===== config.mk =====
export PLATFORM = sky130hd
export DESIGN_NAME = fib_seq_engine_flat
export DESIGN_NICKNAME = d
export VERILOG_FILES = /design/src/rtl/fib_seq_engine_pkg.sv /design/src/rtl/fib_seq_engine_if.sv /design/src/rtl/fib_seq_engine.sv /design/src/flat_wrapper.sv
export SDC_FILE = /design/constraint.sdc
export NUM_CORES = 1
export LEC_CHECK = 0
export ABC_AREA = 1
export BUFFER_PORTS_ARGS = -buffer_cell sky130_fd_sc_hd__buf_2
export CAP_MARGIN = 25
export CORE_UTILIZATION = 58
export CTS_CLUSTER_SIZE = 25
export DETAILED_ROUTE_END_ITERATION = 7
export GPL_ROUTABILITY_DRIVEN = 0
export PLACE_DENSITY = 0.93
export SYNTH_ARGS = -nofsm -noshare
export SYNTH_HDL_FRONTEND = slang
export SYNTH_SLANG_ARGS = --single-unit
export TNS_END_PERCENT = 10

===== constraint.sdc =====
create_clock -name clk -period 3.99 [get_ports clk]
set_input_delay 0.1995 -clock clk [delete_from_list [all_inputs] [get_ports clk]]
set_output_delay 0.1995 -clock clk [all_outputs]
set_load 0.03 [all_outputs]

===== src/rtl/fib_seq_engine_pkg.sv =====
// Shared types for the Fibonacci-style sequence engine.
// Holds the controller state encoding and the captured output mode.
package fib_pkg;

    typedef enum logic [1:0] {
        IDLE = 2'd0,
        RUN  = 2'd1,
        EMIT = 2'd2
    } state_e;

    typedef enum logic {
        SINGLE = 1'b0,
        STREAM = 1'b1
    } mode_e;

endpackage


===== src/rtl/fib_seq_engine_if.sv =====
// Job request and result handshake bundle for fib_seq_engine.
// The master issues jobs and consumes terms; the slave is the engine.
interface fib_seq_engine_if #(
    parameter int WIDTH = 32,
    parameter int CNT_W = 16
);
    logic             start;
    logic [CNT_W-1:0] n;
    logic [WIDTH-1:0] seed0;
    logic [WIDTH-1:0] seed1;
    logic             stream_mode;
    logic             abort;
    logic             out_ready;
    logic             out_valid;
    logic [WIDTH-1:0] out_data;
    logic [CNT_W-1:0] out_index;
    logic             out_last;
    logic             busy;
    logic             ovf;
    logic             done;

    modport master (
        output start, n, seed0, seed1, stream_mode, abort, out_ready,
        input  out_valid, out_data, out_index, out_last, busy, ovf, done
    );

    modport slave (
        input  start, n, seed0, seed1, stream_mode, abort, out_ready,
        output out_valid, out_data, out_index, out_last, busy, ovf, done
    );
endinterface


===== src/rtl/fib_seq_engine.sv =====
// Generalised additive recurrence T(k) = T(k-1) + T(k-2) mod 2^WIDTH from
// programmable seeds, with single-result or streaming output and sticky overflow.
//
// state | meaning
// IDLE  | waiting for start; done pulse and sticky ovf visible here
// RUN   | advancing terms; in stream mode also presenting T(idx)
// EMIT  | single mode only: presenting T(n) until accepted
module fib_seq_engine
    import fib_pkg::*;
#(
    parameter int WIDTH = 32,
    parameter int CNT_W = 16
) (
    input  logic              clk,
    input  logic              reset,
    fib_seq_engine_if.slave   bus
);

    state_e           state_q, state_d;
    mode_e            mode_q, mode_d;
    logic [WIDTH-1:0] a_q, a_d;
    logic [WIDTH-1:0] b_q, b_d;
    logic [CNT_W-1:0] idx_q, idx_d;
    logic [CNT_W-1:0] n_q, n_d;
    logic             ovf_q, ovf_d;
    logic             done_q, done_d;

    logic [WIDTH:0]   sum;
    logic [CNT_W:0]   idx_p2;
    logic             carry_counts;
    logic             at_last;
    logic             valid;
    logic             handshake;

    assign sum    = {1'b0, a_q} + {1'b0, b_q};
    assign idx_p2 = {1'b0, idx_q} + (CNT_W+1)'(2);
    // Only carries into terms up to T(n) count; T(n+1) is computed but never used.
    assign carry_counts = sum[WIDTH] && (idx_p2 <= {1'b0, n_q});
    assign at_last      = (idx_q == n_q);

    assign valid     = (state_q == EMIT) || ((state_q == RUN) && (mode_q == STREAM));
    assign handshake = valid && bus.out_ready;

    always_comb begin
        state_d = state_q;
        mode_d  = mode_q;
        a_d     = a_q;
        b_d     = b_q;
        idx_d   = idx_q;
        n_d     = n_q;
        ovf_d   = ovf_q;
        done_d  = 1'b0;

        unique case (state_q)
            IDLE: begin
                if (bus.start && !bus.abort) begin
                    state_d = RUN;
                    a_d     = bus.seed0;
                    b_d     = bus.seed1;
                    idx_d   = '0;
                    n_d     = bus.n;
                    mode_d  = mode_e'(bus.stream_mode);
                    ovf_d   = 1'b0;
                end
            end
            RUN: begin
                if (bus.abort) begin
                    state_d = IDLE;
                end else if ((mode_q == SINGLE) && at_last) begin
                    state_d = EMIT;
                end else if ((mode_q == STREAM) && handshake && at_last) begin
                    state_d = IDLE;
                    done_d  = 1'b1;
                end else if ((mode_q == SINGLE) || handshake) begin
                    a_d   = b_q;
                    b_d   = sum[WIDTH-1:0];
                    idx_d = idx_q + 1'b1;
                    ovf_d = ovf_q | carry_counts;
                end
            end
            EMIT: begin
                if (bus.abort) begin
                    state_d = IDLE;
                end else if (handshake) begin
                    state_d = IDLE;
                    done_d  = 1'b1;
                end
            end
            default: state_d = IDLE;
        endcase
    end

    always_ff @(posedge clk or posedge reset) begin
        if (reset) begin
            state_q <= IDLE;
            mode_q  <= SINGLE;
            a_q     <= '0;
            b_q     <= '0;
            idx_q   <= '0;
            n_q     <= '0;
            ovf_q   <= 1'b0;
            done_q  <= 1'b0;
        end else begin
            state_q <= state_d;
            mode_q  <= mode_d;
            a_q     <= a_d;
            b_q     <= b_d;
            idx_q   <= idx_d;
            n_q     <= n_d;
            ovf_q   <= ovf_d;
            done_q  <= done_d;
        end
    end

    assign bus.out_valid = valid;
    assign bus.out_data  = valid ? a_q : '0;
    assign bus.out_index = valid ? ((state_q == EMIT) ? n_q : idx_q) : '0;
    assign bus.out_last  = valid && at_last;
    assign bus.busy      = (state_q != IDLE);
    assign bus.ovf       = ovf_q;
    assign bus.done      = done_q;

endmodule

===== src/flat_wrapper.sv =====
// flat-port wrapper written by rule: the top's interface ports become plain ports
module fib_seq_engine_flat import fib_pkg::*;
#(
    parameter int WIDTH = 32,
    parameter int CNT_W = 16
)
  (clk, reset, bus_start, bus_n, bus_seed0, bus_seed1, bus_stream_mode, bus_abort, bus_out_ready, bus_out_valid, bus_out_data, bus_out_index, bus_out_last, bus_busy, bus_ovf, bus_done);
  fib_seq_engine_if #(.WIDTH(WIDTH), .CNT_W(CNT_W)) bus_i ();
  input  logic clk;
  input  logic reset;
  input wire logic [$bits(bus_i.start)-1:0] bus_start;
  input wire logic [$bits(bus_i.n)-1:0] bus_n;
  input wire logic [$bits(bus_i.seed0)-1:0] bus_seed0;
  input wire logic [$bits(bus_i.seed1)-1:0] bus_seed1;
  input wire logic [$bits(bus_i.stream_mode)-1:0] bus_stream_mode;
  input wire logic [$bits(bus_i.abort)-1:0] bus_abort;
  input wire logic [$bits(bus_i.out_ready)-1:0] bus_out_ready;
  output wire logic [$bits(bus_i.out_valid)-1:0] bus_out_valid;
  output wire logic [$bits(bus_i.out_data)-1:0] bus_out_data;
  output wire logic [$bits(bus_i.out_index)-1:0] bus_out_index;
  output wire logic [$bits(bus_i.out_last)-1:0] bus_out_last;
  output wire logic [$bits(bus_i.busy)-1:0] bus_busy;
  output wire logic [$bits(bus_i.ovf)-1:0] bus_ovf;
  output wire logic [$bits(bus_i.done)-1:0] bus_done;
  assign bus_i.start = bus_start;
  assign bus_i.n = bus_n;
  assign bus_i.seed0 = bus_seed0;
  assign bus_i.seed1 = bus_seed1;
  assign bus_i.stream_mode = bus_stream_mode;
  assign bus_i.abort = bus_abort;
  assign bus_i.out_ready = bus_out_ready;
  assign bus_out_valid = bus_i.out_valid;
  assign bus_out_data = bus_i.out_data;
  assign bus_out_index = bus_i.out_index;
  assign bus_out_last = bus_i.out_last;
  assign bus_busy = bus_i.busy;
  assign bus_ovf = bus_i.ovf;
  assign bus_done = bus_i.done;
  fib_seq_engine #(.WIDTH(WIDTH), .CNT_W(CNT_W)) u_core (.clk(clk), .reset(reset), .bus(bus_i));
endmodule

==> results.md, run 1 <==
* Synthesized flop and latch total at 101
* Residual DRC at 0
* Core area at 13500 sq um
* Total Nets Final at 1483
* R2r endpoint: u_core.a_q[15]
* Post-synthesis mux area share at 0.277%
* Flop-to-flop setup slack at 0.95 ns
* FF/Latch Area at 2530 sq um
* Setup total negative slack at 0 ns
* Inst Count DP at 1507
* FP Rows at 42
* Max clock buf depth at 2
* Kind of critical path: flip-flop to output port
* Worst R2R Path Depth at 11
* Initial DRC count at 730
* Top cells by area, synth: dfrtp_1 31%, nand2_1 16%, nor2_1 9.2%
* GRT Overall Usage at 31.5%
* Number of synthesized flops with an enable pin at 0
* Multi-input gate area at 4850 sq um
* Slew @ Worst Pin at 0.914 ns
* Die ar. at 14500 sq um
* Largest net degree at the start of global routing at 69
* Compound-Gate Fraction of Synth Area at 13.1%
* Initial antenna violation count at 0
* Htree depth at 3
* IR drop worst, VDD at 0.000339 V
* I/O pin cnt at 139
* First-pass GRT wire length at 36.7 mm
* Largest family of logic cells by synthesized area: simple AND/OR/NAND/NOR gates
* Ys async rst share at 100%
* Final Hold Violating Endpoints at 2
* P&R area growth vs syn at 13.3%
* Post-CTS Resized at 0
* Max-cap violations at 0
* Die Ht at 120 um
* Critical Path End Type: output port
* Final setup violation count at 0
* Layout Skew at 0.0108 ns
* Layout cells sized above 1 at 14.0%
* Antenna diode count at 0
* Vias in the first global route at 7984
* Sequential fraction of the synthesis area at 31.1%
* Yosys cell types at 36
* Iteration count of the initial detailed-routing pass at 6
* Slew Limit Headroom at 39.0%
* Tmin final at 3.07 ns
* Cell Area, Synth at 8130 sq um
* PortBufs at 138
* Reg2Reg Launch Point: u_core.state_q[1]
* Synth area leader: dfrtp_1
* Required @ worst endpoint at 3.79 ns
* Die W at 120 um
* Total of fill cells in the finished design at 1122
* ANT nets after route at 0
* Starting Density at 60.5%
* XOR/XNOR Fraction of Synth Area at 4.20%
* Pwr/cell area at 944 nW/um^2
* Skew-Pair Late Insertion Delay at 0.36 ns
* Clock transition at path regs at 0.07 ns
* Hold WC Path Type: input pin to asynchronous set/reset pin
* RSZ-0062 raised after global routing: no
* Hold slack at -0.00759 ns
* Final instance count without filler cells at 1523
* WL final at 21.9 mm
* Final slew viol count at 0
* Max Fanout on Critical Path at 43
* Via count at 8417
* DR WL/cell at 14.4 um
* Fmax at 326 MHz
* Number of synthesis warnings at 0
* # hold bufs at CTS at 0
* Crit start category: flip-flop
* Yosys top cell area share at 31.1%
* HPWL Detailed at 16.2 mm
* Sink Count at 101
* Mean Syn Cell Area at 6.60 sq um
* Root Driver: clkbuf_16
* Post-Syn Nets at 1372
* Adder-cell share of the synthesized area at 8.40%
* Leak Pwr at 4.95 nW
* TritonCTS Buffers at 9
* Placed Area at 8860 sq um
* Post-synthesis simple-gate area fraction at 33.3%
* Gate Count Post-Synth at 1232
* Vias per Instance at 5.53
* Violated checks: negative hold slack
* Period utilization at 77.0%
* Setup repair bufs after CTS at 0
* Primary FF master, synth: dfrtp_1
* CTS tree: built
* Cell area after layout at 9220 sq um
* Global route overflow at 0
* Worst EP arrival at 2.87 ns
* Outcome: finished with violations
==> through the flow <==
stage	util, %	setup WS [ns]	power (mW)
floorplan	-	1.14	6.40
global placement	65.9	1.21	7.33
detailed placement	65.9	1.01	7.56
CTS	68.3	0.963	8.58
global route	68.5	0.667	9.53
finish	68.5	0.918	8.70
==> cells in the mapped netlist (2+ instances only) <==
| master | count |
|---|---|
| nand2_1 | 350 |
| nor2_1 | 199 |
| inv_1 | 132 |
| dfrtp_1 | 101 |
| nand3_1 | 75 |
| a21oi_1 | 61 |
| ha_1 | 53 |
| o21ai_0 | 49 |
| a31oi_1 | 38 |
| clkbuf_1 | 23 |
| xor2_1 | 21 |
| xnor2_1 | 18 |
| nor3_1 | 15 |
| nand4_1 | 13 |
| buf_6 | 10 |
| buf_2 | 9 |
| o21ai_1 | 9 |
| o211ai_2 | 7 |
| inv_2 | 6 |
| nand3b_1 | 6 |
| a21o_1 | 5 |
| o31ai_1 | 5 |
| or2_2 | 4 |
| buf_1 | 3 |
| nor4_1 | 3 |
| o21ai_2 | 3 |
| o21bai_1 | 3 |
| a21boi_0 | 2 |
| mux2_2 | 2 |
==> state kept, by name, summed over array words and instances, names as in the netlist <==
signal / flops
u_core.a_q: 32
u_core.b_q: 32
u_core.bus.done: 1
u_core.bus.ovf: 1
u_core.idx_q: 16
u_core.mode_q: 1
u_core.n_q: 16
u_core.state_q: 2
==> worst max path at each step <==
| stage | slack [ns] | from | depth (start not counted) | to |
|---|---|---|---|---|
| floorplan | 1.14 | reset | 1 | u_core.a_q[0] |
| global placement | 1.21 | u_core.state_q[1] | 11 | u_core.a_q[6] |
| detailed placement | 1.01 | u_core.state_q[1] | 11 | u_core.a_q[15] |
| CTS | 0.96 | u_core.state_q[1] | 8 | bus_out_data[31] |
| global route | 0.67 | u_core.state_q[1] | 11 | u_core.a_q[10] |
| finish | 0.92 | u_core.state_q[1] | 8 | bus_out_data[31] |
==> cells by family after synthesis <==
family	Yosys count
AO/OA/AOI/OAI	183
buffers and inverters	184
flip-flops	101
adder cells (fa/ha/maj)	54
XOR/XNOR	39
multiplexers	2
AND/OR/NAND/NOR	669
==> routing by layer <==
layer / routed length [um] / global-route usage (%)
met2: 9990 / 50.7
met1: 9560 / 41.1
met4: 791 / 16.0
met5: 0 / 0
met3: 1540 / 4.95
==> final cells by class <==
cell class / instances / share of cell area, %
Clock buffer: 12 / 2.78
Multi-Input combinational cell: 947 / 52.6
Clock inverter: 3 / 0.747
Tap cell: 176 / 2.39
Timing Repair Buffer: 146 / 8.36
Sequential cell: 101 / 27.4
Inverter: 138 / 5.65
==> worst max-delay path: stages, from the launching register on <==
cell,delay [ns]
dfrtp_1,0.37
inv_1,0.09
ha_4,0.31
nand2_1,0.15
inv_1,0.20
nor2_2,0.76
buf_4,0.38
nor2_1,0.07
buf_2,0.18
==> report_power, final <==
part | leakage, nW | switching, mW | internal (mW)
Clock | 0.159 | 0.398 | 0.582
Sequential | 1.20 | 0.405 | 1.49
Combinational | 3.60 | 3.83 | 1.99
==> cells in the final DEF, fill, tap and decap left out, types with 4 or more instances in the layout <==
cell / count
xor2_1: 21
ha_1: 52
inv_2: 6
inv_1: 131
nand3b_1: 6
o21ai_1: 9
xnor2_1: 18
o31ai_1: 5
nand4_1: 13
nand2_1: 350
dfrtp_1: 101
o21ai_0: 49
a31oi_1: 38
nor2_1: 198
buf_4: 7
nand3_1: 75
or2_2: 4
a21o_1: 5
buf_2: 138
o211ai_2: 7
a21oi_1: 61
clkbuf_16: 9
nor3_1: 15
(Power assumes the default switching activity.)
==> run 2, diff against run 1 <==
ABC_AREA = 0   (was 1)
CORE_UTILIZATION = 57   (was 58)
clock period = 3.1 ns   (was 3.99 ns; I/O delays follow)
==> run 2 against run 1 <==
Net effect: the flow now finishes without violations; sequential share of layout area is 1.5 points higher; total power is 1.4% higher; global-route usage is 1.4 points lower; largest power group unchanged; final area is 5.1% lower; first-iteration DRC count is 18% lower; register-to-register slack worse by 0.90 ns; critical path type is now flip-flop to flip-flop.
==> results.md, run 2 <==
* Crit-path max cell delay at 0.49 ns
* Ys async rst share at 100%
* Outcome: completed
* Mean Syn Cell Area at 8.59 sq um
* Hold slack at 0.0265 ns
* Critical path buffers and inverters at 1
* Via count at 6916
* Sink Count at 101
* Root Driver: clkbuf_16
* DR WL/cell at 16.7 um
* Overall power at 8.82 mW
* Starting Density at 58.5%
* FP Rows at 41
* Placed Area at 8330 sq um
* Post-Syn Nets at 999
* Required @ worst endpoint at 3.38 ns
* Largest net degree at the start of global routing at 66
* Pwr/cell area at 1010 nW/um^2
* Final instance count without filler cells at 1164
* Skew-Pair Late Insertion Delay at 0.36 ns
* Critical Path End Type: flip-flop
* Number of synthesis warnings at 0
* Gate Count Post-Synth at 859
* Slowest cell on the critical path: or4_1
* RSZ-0062 raised after global routing: yes
* Sequential power share at 26.9%
* Internal at 4.75 mW
* Registers with the most flip-flops: u_core.a_q: 32 flops, u_core.b_q: 32 flops
* Primary FF master, synth: dfrtp_1
* Tmin final at 3.05 ns
* Core area at 12600 sq um
* Die W at 116 um
* Number of synthesized flops with an enable pin at 0
* Setup ws final at 0.0495 ns
* CTS tree: built
* Vias in the first global route at 6625
* Max-cap violations at 0
* Die Ht at 116 um
* Iteration count of the initial detailed-routing pass at 5
* Die ar. at 13400 sq um
* First-pass GRT wire length at 31.5 mm
* HPWL Detailed at 13.8 mm
* Cells along the critical path: ha_2, buf_4, xor2_1, ha_1, a21o_1, a21oi_1, a21oi_1, a211oi_1, o21ai_0, a221oi_1, a31oi_1, or4_1, o22ai_2
* CP dominant cell by count: a21oi_1
* Period utilization at 98.4%
* Htree depth at 3
* Clock transition at path regs at 0.07 ns
* PortBufs at 138
* Layout Skew at 0.0120 ns
* FF/Latch Area at 2530 sq um
* Most frequent cells after synthesis: 118 x nand2_1, 101 x dfrtp_1, 96 x o21ai_0
* Inst Count DP at 1143
* Clock power share at 14.9%
* Hold WC Path Type: input pin to flip-flop
* Flop-to-flop setup slack at 0.05 ns
* TritonCTS Buffers at 9
* Fmax at 328 MHz
* Top cells by area, synth: dfrtp_1 34%, ha_1 9.0%, mux2i_1 6.5%
* GRT Overall Usage at 30.1%
* Max clock buf depth at 2
* Residual DRC at 0
* Global route overflow at 0
* Final setup violation count at 0
* Sequential fraction of the synthesis area at 34.2%
* Slew Limit Headroom at 38.0%
* Synth area leader: dfrtp_1
* Leak Pwr at 4.44 nW
* Yosys cell types at 62
* Layout cells sized above 1 at 22.6%
* Commonest non-fill, non-tap cell in the layout: buf_2
* Worst slack, placed at -0.0727 ns
* Worst EP arrival at 3.33 ns
* Vias per Instance at 5.94
* Worst path top cell family by delay: compound AO/OA/AOI/OAI gates
* Count leader, synth: nand2_1
* Initial antenna violation count at 1
* I/O pin cnt at 139
* Initial DRC count at 600
* Cell Area, Synth at 7380 sq um
* Crit start category: flip-flop
* NetSw at 4.07 mW
* Max Fanout on Critical Path at 4
* Final Hold Violating Endpoints at 0
* Synthesized flop and latch total at 101
* Final slew viol count at 0
* Total Nets Final at 1126
* Multi-input gate area at 4610 sq um
* Kind of critical path: flip-flop to flip-flop
* Yosys top cell area share at 34.2%
* Commonest non-fill, non-tap cells in the layout: 138 x buf_2, 117 x nand2_1, 101 x dfrtp_1
* IR drop worst, VDD at 0.000563 V
* Cell area after layout at 8750 sq um
* Total of fill cells in the finished design at 976
* WL final at 19.5 mm
* Sw Share at 46.1%
* P&R area growth vs syn at 18.5%
* Slew @ Worst Pin at 0.930 ns
* Comb power frac at 58.3%
* ANT nets after route at 0
[run 2: repair_timing]
| action | CTS | global route |
|---|---|---|
| endpoints found under the setup margin | 1 | 3 |
| hold buffers | 1 | 0 |
| pin swaps | 2 | 3 |
| setup buffers | 1 | 2 |
| gates resized for setup | 3 | 10 |
| endpoints found under the hold margin | 16 | 0 |
[run 2: metrics by stage]
stage,setup TNS [ns],util (%)
after global routing,-0.0902,69.3
after detailed placement,-0.0727,66.0
after CTS,0,68.9
final,0,69.3
after global placement,0,66.0
after floorplan,0,-
[run 2: worst paths after layout]
kind,from,to,cells past startpoint
max reg2reg,u_core.idx_q[2],u_core.bus.ovf,13
max in group asynchronous,reset,u_core.a_q[0],4
min,bus_n[3],u_core.n_q[3],2
min in group asynchronous,reset,u_core.n_q[2],3
max,u_core.idx_q[2],u_core.bus.ovf,13
min reg2reg,u_core.a_q[27],u_core.a_q[27],2
[run 2: layout make-up]
cell class,count,share of cell area (%)
inverter,32,1.40
tap,172,2.46
antenna,1,0.0286
multi-input combinational,675,52.6
sequential,101,28.9
clock buffer,11,2.66
clock inverter,5,1.22
timing repair buffer,167,10.7
[run 2: cells by family (layout without fill, tap and decap cells)]
family / count (synthesis) / after routing / synth area share (%)
and+or+nand+nor: 282 / 282 / 18.1
AOI/OAI and AO/OA: 213 / 213 / 17.7
DFF: 101 / 101 / 34.2
buffers and inverters: 83 / 215 / 4.41
muxes: 65 / 65 / 9.10
xor gates and xnor gates: 61 / 61 / 7.24
adders and majority gates: 54 / 54 / 9.25
other: 0 / 1 / 0
[run 2: routing by layer]
metal	vias to the layer above	global-route usage (%)	wire length (um)
met3	58	5.75	1360
li1	3247	-	-
met1	3295	37.9	7990
met4	2	14.0	610
met2	314	50.0	9500
met5	-	0	13
[run 2: power by group through the flow]
stage | Clock [mW] | Combinational [mW] | Sequential [mW]
detailed placement | 0 | 4.98 | 2.37
global placement | 0 | 4.79 | 2.34
finish | 1.31 | 5.14 | 2.37
global route | 1.38 | 5.66 | 2.43
CTS | 1.31 | 5.06 | 2.35
floorplan | 0 | 3.88 | 2.22
